--- src/rtl/serial_adder_pkg.sv ---
// Shared definitions for the bit-serial adder: state encoding, width limit
// and the counter-width helper.
package serial_adder_pkg;

    localparam logic [1:0] ST_IDLE  = 2'd0;
    localparam logic [1:0] ST_SHIFT = 2'd1;
    localparam logic [1:0] ST_DONE  = 2'd2;

    localparam int WIDTH_MAX = 32;

    // Bit counter counts 0..WIDTH-1; one spare bit keeps it from wrapping
    // before the terminal compare.
    function automatic int cnt_width(input int w);
        return $clog2(w) + 1;
    endfunction

endpackage

--- src/rtl/serial_adder_full_adder_bit.sv ---
// One-bit full adder built from two half-adder cells and an OR gate.
// Used as the single datapath slice of serial_adder.
module half_adder (
    input  logic a,
    input  logic b,
    output logic s,
    output logic c
);
    assign s = a ^ b;
    assign c = a & b;
endmodule

module full_adder_bit (
    input  logic a,
    input  logic b,
    input  logic cin,
    output logic s,
    output logic cout
);
    logic s0;
    logic c0;
    logic c1;

    half_adder u_ha0 (.a(a),  .b(b),   .s(s0), .c(c0));
    half_adder u_ha1 (.a(s0), .b(cin), .s(s),  .c(c1));

    assign cout = c0 | c1;
endmodule

--- src/rtl/serial_adder.sv ---
// Bit-serial WIDTH-bit adder, one result bit per clock, LSB first.
// Optional build macro SERIAL_ADDER_SUB_EN adds a 'sub' input selecting
// a - b (two's complement: invert b, carry-in 1); cout=1 then means no borrow.
module serial_adder
    import serial_adder_pkg::*;
#(
    parameter int WIDTH = 8
) (
    input  logic             clk,
    input  logic             rst_n,
    input  logic             start,
    input  logic [WIDTH-1:0] a,
    input  logic [WIDTH-1:0] b,
`ifdef SERIAL_ADDER_SUB_EN
    input  logic             sub,
`endif
    output logic             busy,
    output logic             done,
    output logic [WIDTH-1:0] sum,
    output logic             cout
);
    localparam int CW = cnt_width(WIDTH);

    logic [1:0]       state_q, state_d;
    logic [WIDTH-1:0] a_q, a_d;
    logic [WIDTH-1:0] b_q, b_d;
    logic [WIDTH-1:0] partial_q, partial_d;
    logic [WIDTH-1:0] sum_q, sum_d;
    logic             carry_q, carry_d;
    logic             cout_q, cout_d;
    logic [CW-1:0]    cnt_q, cnt_d;

    logic             accept;
    logic             last_bit;
    logic             fa_s;
    logic             fa_cout;
    logic [WIDTH-1:0] b_in;
    logic             carry_in;

    assign accept   = start && ((state_q == ST_IDLE) || (state_q == ST_DONE));
    assign last_bit = (state_q == ST_SHIFT) && (cnt_q == CW'(WIDTH - 1));

`ifdef SERIAL_ADDER_SUB_EN
    assign b_in     = sub ? ~b : b;
    assign carry_in = sub;
`else
    assign b_in     = b;
    assign carry_in = 1'b0;
`endif

    full_adder_bit u_fa (
        .a    (a_q[0]),
        .b    (b_q[0]),
        .cin  (carry_q),
        .s    (fa_s),
        .cout (fa_cout)
    );

    // State register
    always_ff @(posedge clk or negedge rst_n) begin
        if (!rst_n) state_q <= ST_IDLE;
        else        state_q <= state_d;
    end

    // Next-state logic; DONE can re-accept directly for back-to-back adds
    always_comb begin
        state_d = state_q;
        case (state_q)
            ST_IDLE:  if (start) state_d = ST_SHIFT;
            ST_SHIFT: if (last_bit) state_d = ST_DONE;
            ST_DONE:  state_d = start ? ST_SHIFT : ST_IDLE;
            default:  state_d = ST_IDLE;
        endcase
    end

    // Status outputs decoded from the registered state
    always_comb begin
        busy = (state_q == ST_SHIFT);
        done = (state_q == ST_DONE);
    end

    // Datapath next values: capture on accept, shift one bit per SHIFT edge,
    // publish the result only on the edge leaving SHIFT
    always_comb begin
        a_d       = a_q;
        b_d       = b_q;
        partial_d = partial_q;
        carry_d   = carry_q;
        cnt_d     = cnt_q;
        sum_d     = sum_q;
        cout_d    = cout_q;
        if (accept) begin
            a_d       = a;
            b_d       = b_in;
            carry_d   = carry_in;
            cnt_d     = '0;
            partial_d = '0;
        end else if (state_q == ST_SHIFT) begin
            a_d                  = a_q >> 1;
            b_d                  = b_q >> 1;
            partial_d            = partial_q >> 1;
            partial_d[WIDTH-1]   = fa_s;
            carry_d              = fa_cout;
            cnt_d                = cnt_q + CW'(1);
            if (last_bit) begin
                sum_d  = partial_d;
                cout_d = fa_cout;
            end
        end
    end

    // Datapath registers
    always_ff @(posedge clk or negedge rst_n) begin
        if (!rst_n) begin
            a_q       <= '0;
            b_q       <= '0;
            partial_q <= '0;
            carry_q   <= 1'b0;
            cnt_q     <= '0;
            sum_q     <= '0;
            cout_q    <= 1'b0;
        end else begin
            a_q       <= a_d;
            b_q       <= b_d;
            partial_q <= partial_d;
            carry_q   <= carry_d;
            cnt_q     <= cnt_d;
            sum_q     <= sum_d;
            cout_q    <= cout_d;
        end
    end

    assign sum  = sum_q;
    assign cout = cout_q;

endmodule

--- config.mk ---
export PLATFORM = sky130hd
export DESIGN_NAME = serial_adder
export DESIGN_NICKNAME = d
export VERILOG_FILES = /design/src/rtl/serial_adder_pkg.sv /design/src/rtl/serial_adder_full_adder_bit.sv /design/src/rtl/serial_adder.sv
export SDC_FILE = /design/constraint.sdc
export NUM_CORES = 1
export LEC_CHECK = 0
export CELL_PAD_IN_SITES_DETAIL_PLACEMENT = 0
export CELL_PAD_IN_SITES_GLOBAL_PLACEMENT = 1
export CORE_ASPECT_RATIO = 1.25
export CORE_MARGIN = 3
export CORE_UTILIZATION = 38
export CTS_BUF_LIST = sky130_fd_sc_hd__clkbuf_8
export DETAILED_ROUTE_END_ITERATION = 8
export PLACE_DENSITY = 0.84
export SETUP_SLACK_MARGIN = 0.2
export SLEW_MARGIN = 20
export SYNTH_ARGS = -nofsm -noshare
export SYNTH_HDL_FRONTEND = slang
export SYNTH_SLANG_ARGS = --single-unit
--- constraint.sdc ---
create_clock -name clk -period 1.55 [get_ports clk]
set_clock_uncertainty 0.1 [all_clocks]
set_input_delay 0.2325 -clock clk [delete_from_list [all_inputs] [get_ports clk]]
set_output_delay 0.2325 -clock clk [all_outputs]
set_load 0.02 [all_outputs]
==> metrics.yaml <==
die:
  core_um2: 3910
  fp.dieW_um: 64.1
  dieHeight_um: 78.6
  placementRows: 25
  die_area_um2: 5040
  initial_core_util_pct: 41.0
  ios: 30
critical_path:
  cp-end-kind: "flip-flop"
  cp_num_buf_inv: 2
  critPathMaxStageDelay_ns: 0.39
  crit_required_ns: 1.63
  path_class: "flip-flop to flip-flop"
  worst_path_dominant_cell_family: "flip-flops"
  path_max_fanout: 10
  cp.arrival_ns: 1.64
  startpoint_type: "flip-flop"
  crit_path_top_delay_cell: "dfrtp_1"
  cp_cell_sequence: "nand2b_4, buf_4, nor3_4, buf_12, mux2_2"
routing:
  via_per_inst: 5.04
  drt_iter0_drc: 82
  postRouteAntennaNets: 0
  drc: 0
  vias: 1180
  dr.pass1.iters: 4
  routed_wl_um: 3370
  post_drt_wl_per_cell_um: 14.4
sta:
  rsz0062_at_grt: "yes"
  max_freq_mhz: 639
  setup_violations: 9
  finalCriticalPeriod_ns: 1.56
  tightestPinTransition_ns: 0.481
  finalSetupTns_ns: -0.0925
  setup_slack_ns: -0.0149
  holdWs_ns: 0.408
  relSlewSlack_pct: 68.0
  hold_viol_final: 0
  timing.final.crit_share_pct: 101
  drv_slew: 0
cts:
  path_clk_slew_ns: 0.07
  cts_tree: "built"
  clockBufferDepth: 2
  clock_sinks: 39
  numCtsBuffers: 5
  cts_root_buf: "clkbuf_8"
  htree_levels: 2
  clock_latency_ns: 0.29
placed_design:
  routabilityCongestion: 0.779
  portBuffers: 29
  place_hpwl_um: 2230
  place_inst: 223
  dpl_cell_area_um2: 2020
global_route:
  antenna_found_initial: 0
  grt_use_total_pct: 15.2
  grt_pass1_vias: 1270
  grt_pass1_wl_um: 5890
  grt_max_degree: 40
  grt.overflow.total: 0
status:
  violations: "negative setup slack"
  status: "complete, but fails checks"
synth:
  syn_inst: 138
  synth_area_leaders: "dfrtp_1 (61%), mux2_2 (6.3%), a22o_1 (6.0%)"
  ys_ff_latch: 39
  syn_area_um2: 1600
  synth_cell_type_count: 25
  synth_common_cells: "dfrtp_1 (39), nand2_1 (24), nor2_1 (12)"
  syn_area_per_cell_um2: 11.6
  synth-async-reset-ratio_pct: 100
  yosysWarnings: 0
  yosysTopAreaCell: "dfrtp_1"
  synth_top_area_share_pct: 60.8
  syn_nets: 159
  yosysSeqAreaShare_pct: 60.8
  synth_edf_count: 0
  synthFlopType: "dfrtp_1"
  synth_most_common_cell: "dfrtp_1"
pwr:
  p_per_area_nw_per_um2: 1990
  p_leak_nw: 1.00
  ir_worst_vdd_mv: 0.946
finish:
  drive_above_1_share_pct: 22.8
  final_nets: 200
  stdcell_area_um2: 2190
  area_growth_pct: 36.4
  instances_no_fill: 234
  multi_input_area_um2: 608
  seqCellArea_um2: 977
  diodes: 0
  n_fill_cell: 346
flow_run:
  drv_cap: 0
hold_path:
  hp-class: "input pin to async pin"
-- worst register-to-register path, cell delays in order, from the launching register on --
cell and delay, ns:
dfrtp_1 0.39, nand2b_4 0.18, buf_4 0.15, nor3_4 0.15, buf_12 0.16, mux2_2 0.33
-- power breakdown --
part / internal, mW / switching, mW / total [mW]
registers: 1.47 / 0.289 / 1.76
clock network: 0.308 / 0.351 / 0.659
logic: 1.01 / 0.935 / 1.94
total: 2.79 / 1.58 / 4.36
-- registers in the layout, summed over array words and instances (netlist names) --
name	cells
cnt_q	4
sum	8
partial_q	7
cout	1
a_q	8
b_q	8
state_q	2
carry_q	1
-- layout make-up --
type	count	area share, %
Tap cell	54	3.09
Clock buffer	5	3.14
Inverter	1	0.400
Sequential cell	39	44.7
Clock inverter	3	0.743
Multi-Input combinational cell	89	27.8
Timing Repair Buffer	43	20.2
-- layer usage --
metal / track usage (%) / vias up / wire, um
li1: - / 562 / -
met1: 19.2 / 576 / 1480
met2: 23.7 / 38 / 1610
met3: 4.43 / 4 / 236
met4: 7.61 / 0 / 41
met5: 0 / - / 0
-- cell families (layout without fill, tap and decap cells) --
family	Yosys count	in the layout	synth area share [%]
buffers and inverters	10	52	3.04
DFF	39	39	60.8
muxes	10	10	6.94
and+or+nand+nor	49	49	13.9
xor gates and xnor gates	2	2	1.09
AOI/OAI and AO/OA	26	26	12.2
adders and majority gates	2	2	2.03
-- per-stage QoR --
step	setup slack, ns	utilization [%]	power [mW]
after floorplan	-0.00479	-	2.89
after global placement	-0.188	51.7	3.52
after detailed placement	-0.212	51.7	3.58
after CTS	-0.0248	54.3	4.24
after global routing	-0.0735	56.0	4.72
final	-0.0149	56.0	4.36
-- final timing paths --
kind | from | end | slack (ns) | cells after the start
max in group asynchronous | rst_n | state_q[0]$_DFFE_PN0P_ | 0.59 | 3
hold reg to reg | sum[3]$_DFFE_PN0P_ | sum[3]$_DFFE_PN0P_ | 0.41 | 1
min in group clk | sum[3]$_DFFE_PN0P_ | sum[3]$_DFFE_PN0P_ | 0.41 | 1
hold / removal | rst_n | cnt_q[2]$_DFFE_PN0P_ | 0.41 | 3
setup reg to reg | state_q[1]$_DFFE_PN0P_ | sum[1]$_DFFE_PN0P_ | -0.01 | 5
setup / recovery | state_q[1]$_DFFE_PN0P_ | sum[1]$_DFFE_PN0P_ | -0.01 | 5
-- cell usage in the layout, fill, tap and decap left out, types with 2 or more instances in the layout --
cell type	instances
dlygate4sd2_1	2
buf_6	3
nand2_1	24
nor2_1	11
clkdlybuf4s50_1	17
mux2_2	9
a22oi_1	3
buf_12	3
a22oi_2	2
nand3_1	5
a31oi_1	8
dfrtp_1	38
clkbuf_8	5
a22o_1	11
buf_4	8
clkdlybuf4s15_1	7
-- repair_timing --
item,CTS,global route
hold buffers,1,0
pin swaps,1,1
resized for setup,26,15
hold endpoints to repair,39,0
setup buffers,0,2
setup endpoints to repair,34,28
(Power assumes the default switching activity.)
